$ cat src/rtl/rom_burst_reader_pkg.sv
// Shared types for the ROM burst reader: FSM state encoding and index-width helper.
package rom_reader_pkg;

  typedef enum logic [1:0] {IDLE, FETCH, DRAIN, DONE} state_e;

  // One extra bit so a counter can reach NUM_WORDS itself, e.g. 64 words on a 6-bit ROM.
  function automatic int idx_w(input int n);
    return $clog2(n) + 1;
  endfunction

endpackage

$ cat src/rtl/rom_burst_reader_if.sv
// Request/ROM/result bundle between the burst reader and its consumer.
interface rom_burst_reader_if #(
  parameter int DATA_W    = 8,
  parameter int ADDR_W    = 6,
  parameter int NUM_WORDS = 32
);
  import rom_reader_pkg::*;
  localparam int IW = idx_w(NUM_WORDS);

  logic                        start;
  logic [ADDR_W-1:0]           base_addr;
  logic [DATA_W-1:0]           rom_q;
  logic [ADDR_W-1:0]           address;
  logic                        busy;
  logic                        done;
  logic [NUM_WORDS*DATA_W-1:0] rom_data;
  logic                        word_valid;
  logic [IW-1:0]               word_index;
  logic [DATA_W-1:0]           word_data;

  modport master (output start, base_addr, rom_q,
                  input  address, busy, done, rom_data, word_valid, word_index, word_data);
  modport slave  (input  start, base_addr, rom_q,
                  output address, busy, done, rom_data, word_valid, word_index, word_data);
endinterface

$ cat src/rtl/rom_burst_reader_latency_pipe.sv
// Tag delay line matching the ROM read latency; its output marks which word rom_q carries.
module rom_latency_pipe #(
  parameter int LATENCY = 2,
  parameter int IW      = 6
) (
  input  logic          clk,
  input  logic          reset,
  input  logic          vld_i,
  input  logic [IW-1:0] idx_i,
  output logic          vld_o,
  output logic [IW-1:0] idx_o
);
  logic [LATENCY-1:0]         vld_pipe_q;
  logic [LATENCY-1:0][IW-1:0] idx_pipe_q;

  always_ff @(posedge clk or posedge reset) begin
    if (reset) begin
      vld_pipe_q <= '0;
      idx_pipe_q <= '0;
    end else begin
      vld_pipe_q[0] <= vld_i;
      idx_pipe_q[0] <= idx_i;
      for (int k = 1; k < LATENCY; k++) begin
        vld_pipe_q[k] <= vld_pipe_q[k-1];
        idx_pipe_q[k] <= idx_pipe_q[k-1];
      end
    end
  end

  assign vld_o = vld_pipe_q[LATENCY-1];
  assign idx_o = idx_pipe_q[LATENCY-1];
endmodule

$ cat src/rtl/rom_burst_reader.sv
// Burst reader: issues NUM_WORDS consecutive ROM addresses, captures each word into a flat buffer
// and a per-word stream tap, one word per cycle.
module rom_burst_reader
  import rom_reader_pkg::*;
#(
  parameter int DATA_W      = 8,
  parameter int ADDR_W      = 6,
  parameter int NUM_WORDS   = 32,
  parameter int ROM_LATENCY = 2
) (
  input  logic              clk,
  input  logic              reset,
  rom_burst_reader_if.slave bus
);
  localparam int            IW       = idx_w(NUM_WORDS);
  localparam logic [IW-1:0] LAST_IDX = IW'(NUM_WORDS - 1);

  state_e                      state_q;
  logic [ADDR_W-1:0]           base_q, address_q;
  logic [IW-1:0]               issue_cnt_q, iss_idx_q, word_index_q;
  logic                        iss_vld_q, busy_q, done_q, word_valid_q;
  logic [DATA_W-1:0]           word_data_q;
  logic [NUM_WORDS*DATA_W-1:0] rom_data_q;
  logic                        cap_vld;
  logic [IW-1:0]               cap_idx;

  rom_latency_pipe #(.LATENCY(ROM_LATENCY), .IW(IW)) u_pipe (
    .clk   (clk),
    .reset (reset),
    .vld_i (iss_vld_q),
    .idx_i (iss_idx_q),
    .vld_o (cap_vld),
    .idx_o (cap_idx)
  );

  always_ff @(posedge clk or posedge reset) begin
    if (reset) begin
      state_q      <= IDLE;
      base_q       <= '0;
      address_q    <= '0;
      issue_cnt_q  <= '0;
      iss_idx_q    <= '0;
      iss_vld_q    <= 1'b0;
      busy_q       <= 1'b0;
      done_q       <= 1'b0;
      word_valid_q <= 1'b0;
      word_index_q <= '0;
      word_data_q  <= '0;
      rom_data_q   <= '0;
    end else begin
      iss_vld_q    <= 1'b0;
      word_valid_q <= 1'b0;
      // The tag leaving the pipe says rom_q holds word cap_idx this cycle.
      if (cap_vld) begin
        word_valid_q <= 1'b1;
        word_index_q <= cap_idx;
        word_data_q  <= bus.rom_q;
        for (int w = 0; w < NUM_WORDS; w++)
          if (cap_idx == IW'(w)) rom_data_q[w*DATA_W +: DATA_W] <= bus.rom_q;
      end
      case (state_q)
        IDLE, DONE: begin
          if (bus.start) begin
            base_q      <= bus.base_addr;
            issue_cnt_q <= '0;
            busy_q      <= 1'b1;
            done_q      <= 1'b0;
            state_q     <= FETCH;
          end
        end
        FETCH: begin
          address_q   <= base_q + ADDR_W'(issue_cnt_q);
          iss_vld_q   <= 1'b1;
          iss_idx_q   <= issue_cnt_q;
          issue_cnt_q <= issue_cnt_q + 1'b1;
          if (issue_cnt_q == LAST_IDX) state_q <= DRAIN;
        end
        DRAIN: begin
          if (cap_vld && cap_idx == LAST_IDX) begin
            busy_q  <= 1'b0;
            done_q  <= 1'b1;
            state_q <= DONE;
          end
        end
        default: state_q <= IDLE;
      endcase
    end
  end

  assign bus.address    = address_q;
  assign bus.busy       = busy_q;
  assign bus.done       = done_q;
  assign bus.rom_data   = rom_data_q;
  assign bus.word_valid = word_valid_q;
  assign bus.word_index = word_index_q;
  assign bus.word_data  = word_data_q;
endmodule

$ cat src/flat_wrapper.sv
// flat-port wrapper written by rule: the top's interface ports become plain ports
module rom_burst_reader_flat import rom_reader_pkg::*;
#(
  parameter int DATA_W      = 8,
  parameter int ADDR_W      = 6,
  parameter int NUM_WORDS   = 32,
  parameter int ROM_LATENCY = 2
)
  (clk, reset, bus_start, bus_base_addr, bus_rom_q, bus_address, bus_busy, bus_done, bus_rom_data, bus_word_valid, bus_word_index, bus_word_data);
  rom_burst_reader_if #(.DATA_W(DATA_W), .ADDR_W(ADDR_W), .NUM_WORDS(NUM_WORDS)) bus_i ();
  input  logic clk;
  input  logic reset;
  input wire logic [$bits(bus_i.start)-1:0] bus_start;
  input wire logic [$bits(bus_i.base_addr)-1:0] bus_base_addr;
  input wire logic [$bits(bus_i.rom_q)-1:0] bus_rom_q;
  output wire logic [$bits(bus_i.address)-1:0] bus_address;
  output wire logic [$bits(bus_i.busy)-1:0] bus_busy;
  output wire logic [$bits(bus_i.done)-1:0] bus_done;
  output wire logic [$bits(bus_i.rom_data)-1:0] bus_rom_data;
  output wire logic [$bits(bus_i.word_valid)-1:0] bus_word_valid;
  output wire logic [$bits(bus_i.word_index)-1:0] bus_word_index;
  output wire logic [$bits(bus_i.word_data)-1:0] bus_word_data;
  assign bus_i.start = bus_start;
  assign bus_i.base_addr = bus_base_addr;
  assign bus_i.rom_q = bus_rom_q;
  assign bus_address = bus_i.address;
  assign bus_busy = bus_i.busy;
  assign bus_done = bus_i.done;
  assign bus_rom_data = bus_i.rom_data;
  assign bus_word_valid = bus_i.word_valid;
  assign bus_word_index = bus_i.word_index;
  assign bus_word_data = bus_i.word_data;
  rom_burst_reader #(.DATA_W(DATA_W), .ADDR_W(ADDR_W), .NUM_WORDS(NUM_WORDS), .ROM_LATENCY(ROM_LATENCY)) u_core (.clk(clk), .reset(reset), .bus(bus_i));
endmodule
$ cat config.mk
export PLATFORM = sky130hd
export DESIGN_NAME = rom_burst_reader_flat
export DESIGN_NICKNAME = d
export VERILOG_FILES = /design/src/rtl/rom_burst_reader_pkg.sv /design/src/rtl/rom_burst_reader_if.sv /design/src/rtl/rom_burst_reader_latency_pipe.sv /design/src/rtl/rom_burst_reader.sv /design/src/flat_wrapper.sv
export SDC_FILE = /design/constraint.sdc
export NUM_CORES = 1
export LEC_CHECK = 0
export CORE_UTILIZATION = 46
export CTS_BUF_LIST = sky130_fd_sc_hd__clkbuf_4
export DETAILED_ROUTE_END_ITERATION = 8
export PLACE_DENSITY = 0.89
export SLEW_MARGIN = 20
export SYNTH_ARGS = -nofsm -noshare
export SYNTH_HDL_FRONTEND = slang
export SYNTH_SLANG_ARGS = --single-unit
export TNS_END_PERCENT = 5
$ cat constraint.sdc
create_clock -name clk -period 10.7 [get_ports clk]
set_input_delay 2.14 -clock clk [delete_from_list [all_inputs] [get_ports clk]]
set_output_delay 2.14 -clock clk [all_outputs]
set_load 0.01 [all_outputs]
# Word-level counts from Yosys, hierarchy flattened
# Index checks and enable logic that the tools add are counted.
word_totals:
  out_inout_bits: 279
  inputBits: 17
  ff_bits: 314
classes:
  n_reduce_logical: 42
  n_eq_ne: 38
  addsub: 2
  n_mux: 14
op_table:
  columns: ["operator", "n"]
  rows:
  - ["equality test 6 x 5 -> 1 bit, second input constant", 17]
  - ["AND reduction 2 bit", 34]
  - ["equality test 6 x 4 -> 1 bit, second input constant", 8]
  - ["equality test 6 x 3 -> 1 bit, second input constant", 4]
  - ["equality test 6 x 2 -> 1 bit, second input constant", 2]
  - ["case mux 6 bit (2 select lines)", 1]
  - ["adder 6 x 1 -> 6 bit, second input constant", 1]
  - ["adder 6 bit", 1]
  - ["equality test 6 x 1 -> 1 bit, second input constant", 1]
  - ["zero test 6 bit", 1]
  - ["2-to-1 mux 1 bit", 6]
  - ["2-to-1 mux 2 bit", 3]
  - ["2-to-1 mux 6 bit", 1]
  - ["case mux 2 bit (3 select lines)", 1]
  - ["AND reduction 3 bit", 2]
  - ["equality test 2 bit, second input constant", 2]
  - ["inequality test 2 x 1 -> 1 bit, second input constant", 2]
  - ["case mux 1 bit (2 select lines)", 2]
  - ["nonzero test 2 bit", 2]
  - ["equality test 2 x 1 -> 1 bit, second input constant", 1]
  - ["zero test 2 bit", 1]
  - ["inequality test 2 bit, second input constant", 1]
  - ["OR reduction 2 bit", 1]
  - ["logical AND 1 bit", 1]

# Logic depth before layout (Yosys ltp)
depth:
  word_depth: 4
  depth_mapped: 7
  mapped_depth_nobuf: 7

# Hierarchy
# A second synthesis with hierarchy kept.
unflattened:
  hier_cells: 776
  hier_area_um2: 12151.7
modules_own_cells:
  columns: ["mod", "seq_area_each_um2", "n_inst", "area_each_um2", "cells_each"]
  rows:
  - ["rom_burst_reader", 7507.2, 1, 11752.5, 755]
  - ["rom_latency_pipe", 350.3, 1, 399.1, 21]

# Least setup slack after synthesis
# Ideal clock, no wire load.
synth_path:
  kind: "input-to-reg"
  start: "input port bus_start"
  end: "register u_core.issue_cnt_q[3]"
  path_slack_ps: 7603
  arrival_time_ps: 3020
  setup_ps: 77
  stages: 4
  cell_sequence: "clkbuf_1 mux2i_1 or3_1 a21oi_1"
synth_between:
  elab_chain_len: 2
synth_rtl:
  columns: ["element", "line", "text"]
  rows:
  - ["start, declared", "flat_wrapper.sv:13", "input wire logic [$bits(bus_i.start)-1:0] bus_start;"]
  - ["inequality test 2 bit (no line)", null, null]
  - ["AND reduction 2 bit (no line)", null, null]
  - ["end signal, assigned", "rom_burst_reader.sv:75", "issue_cnt_q <= issue_cnt_q + 1'b1;"]
  - ["end, declared", "rom_burst_reader.sv:20", "logic [IW-1:0] issue_cnt_q, iss_idx_q, word_index_q;"]
# No other way between the ends.
# A chain may end at the register's enable or synchronous reset.

# Worst setup path in the final report
layout_path:
  start: "register u_core.busy_q (netlist: u_core.bus.busy)"
  end: "output port bus_busy"
layout_rtl:
  columns: ["element", "line", "text"]
  rows:
  - ["start, declared", "rom_burst_reader.sv:21", "logic iss_vld_q, busy_q, done_q, word_valid_q;"]
  - ["start signal, assigned", "rom_burst_reader.sv:44", "busy_q <= 1'b0;"]
  - ["start signal, assigned", "rom_burst_reader.sv:66", "busy_q <= 1'b1;"]
  - ["start signal, assigned", "rom_burst_reader.sv:80", "busy_q <= 1'b0;"]
  - ["end, declared", "flat_wrapper.sv:17", "output wire logic [$bits(bus_i.busy)-1:0] bus_busy;"]
# No word-level cell between the ends.

==> impl_metrics.ini <==
[outcome]
status = finished, final reports clean

[synth]
ys_ff_latch = 314
synthCells = 783
netlist_area_um2 = 12100
synth.distinct_cells = 40
yosysTopAreaCell = dfrtp_1
synth_fp_nets = 810
yosysSeqAreaShare = 0.648
syn_area_per_cell_um2 = 15.5
yosys_warnings = 0
netlist.area_leader.share = 0.648
synthTopCellsByArea = dfrtp_1, mux2_2, clkbuf_1

[critical_path]
crit_path_end_kind = output pin
critical_path.top_delay_family = buffers and inverters
critical_path_class = flop to output pin
cp.arrival_ps = 1600
crit_fanout = 3
cp-start-kind = flop
slowest_delay_ps = 560
path_buf_inv = 1
worstPathRequired_ps = 8560
crit_slowest_cell = clkdlybuf4s50_1
path_cells = clkdlybuf4s50_1

[global_routing]
grt_max_degree = 189
grt_overflow = 0
grt_pass1_wl_um = 46900
grt_antenna_before_repair = 1
grt_usage = 0.231
first_global_vias = 8351

[placement]
gp_congestion = 0.763
place_ws_ps = 6470
place_hpwl_um = 19900
io_buffers = 295
dp_cells = 1380

[timing]
final-setup-viol-count = 0
period_share = 0.349
max_freq_mhz = 268
min_period_ps = 3740
slew_violations = 0
setup_ws_ps = 6960
slew_headroom = 0.370
skew_ps = 33.6
fin_setup_tns_ps = 0
rsz0062_at_grt = no
hold_viol = 0
worst_slew_pin_slew_ps = 945

[layout]
regArea_um2 = 7860
most-common-layout-cells = dfrtp_1, clkdlybuf4s50_1, mux2_2
final_common_cell = dfrtp_1
layout.nets = 1154
area_growth_pct = 34.9
fillers = 1952
finalNonFillerCells = 1513
multi_input_area_um2 = 4070
drive_above_1_share = 0.359

[run]
drv_cap = 0

[floorplan]
core_um2 = 26000
start_util = 0.467
die_y_um = 164
dieArea_um2 = 27000
rows = 59
dieWidth_um = 164
io_pins = 296

[clock_tree]
clockBufferDepth = 3
path_clk_slew_ps = 70
cts.sinks = 314
root_buffer = clkbuf_4
hold_buffers = 0
cts_tree = done
clock_latency_ps = 650
cts_resized = 0
post_cts_buffers = 0
htreeDepth = 3
cts_buffers = 79

[detailed_routing]
first_iter_violations = 473
antenna_left = 0
vias_per_cell = 5.20
route.detailed.wl_per_inst_um = 20.0
routed_wl_um = 30300
drc = 0
vias = 7869
dr.pass1.iters = 4

[power]
peakVddDrop_mv = 0.170
finalPower_w = 0.00368
p_leak_nw = 7.38
power.density_nw_per_um2 = 225

[worst_hold_path]
hold_path.class = flop to flop
report_power, final:
group	internal, W	switching [W]	total (W)
logic	0.000641	0.000450	0.00109
clock network	0.000490	0.000460	0.000950
registers	0.00145	0.000187	0.00164
metrics by stage:
stage / hold slack [ps] / cell area [um^2] / utilization
2_1_floorplan: 331 / 12100 / -
3_3_place_gp: 331 / 15400 / 0.592
3_5_place_dp: 335 / 15400 / 0.592
4_1_cts: 344 / 16300 / 0.628
5_1_grt: 359 / 16400 / 0.629
6_report: 343 / 16400 / 0.629
registers in the layout, indices dropped and copies added, names as in the netlist:
signal                    cells
u_core.base_q                 6
u_core.bus.busy               1
u_core.bus.rom_data         256
u_core.bus.address            6
u_core.u_pipe.idx_o           6
u_core.u_pipe.vld_pipe_q      2
u_core.bus.word_index         6
u_core.bus.word_valid         1
u_core.bus.done               1
u_core.iss_vld_q              1
u_core.issue_cnt_q            6
u_core.state_q                2
u_core.iss_idx_q              6
u_core.bus.word_data          8
u_core.u_pipe.idx_pipe_q      6
worst paths after layout:
check                           cells after the start                   startpoint  slack, ps                      end
worst max-delay path                                1              u_core.bus.busy       6960                 bus_busy
worst min-delay path                                0  u_core.u_pipe.idx_pipe_q[4]        340   u_core.u_pipe.idx_o[4]
worst max register to register                      4  u_core.u_pipe.vld_pipe_q[1]       7890  u_core.bus.rom_data[96]
worst min register to register                      0  u_core.u_pipe.idx_pipe_q[4]        340   u_core.u_pipe.idx_o[4]
max in group asynchronous                           5                        reset       7140   u_core.u_pipe.idx_o[5]
min in group asynchronous                           3                        reset       2050  u_core.bus.rom_data[98]
cells in the mapped netlist:
cell type	instances
inv_1	9
o31ai_1	1
or3b_1	1
a21oi_1	4
a21o_1	1
and3_1	1
o21ai_0	11
buf_4	2
nor2_4	3
nor3_1	5
ha_1	9
nor3_2	2
nand3b_1	3
a32o_1	1
mux2i_1	5
nand2b_1	6
dfrtp_1	314
nor3_4	1
nor2_1	19
nor3b_2	2
nand2_1	25
nor2b_1	4
and3b_1	1
buf_2	2
a22o_1	1
nand4_1	1
o2bb2ai_1	1
mux2_2	283
or3b_2	1
a32oi_1	1
o21a_1	3
fa_1	1
o22ai_1	1
a211o_1	1
or2_1	1
a211oi_1	3
nand3_1	9
or3_1	3
xnor2_1	4
clkbuf_1	37
cell type report:
type,instances,share of cell area
clock inverter,23,0.00719
tap,335,0.0256
sequential,314,0.480
multi-input combinational,419,0.249
inverter,9,0.00229
timing repair buffer,304,0.186
antenna,1,0.000153
clock buffer,108,0.0496
metal layers:
layer	track usage	share of wire	routed length, um
met1	0.292	0.41	12600
met2	0.371	0.49	14800
met3	0.0735	0.079	2390
met4	0.0812	0.019	582
met5	0	0	0
cells by family after synthesis:
logic type	after synthesis	share of synthesized area
buf+inv	50	0.0163
compound gates	29	0.0154
simple gates	88	0.0395
fa+ha+maj	10	0.0109
mux	288	0.267
xor+xnor	4	0.00289
flops	314	0.648
Power figures use the tool's default switching activity.
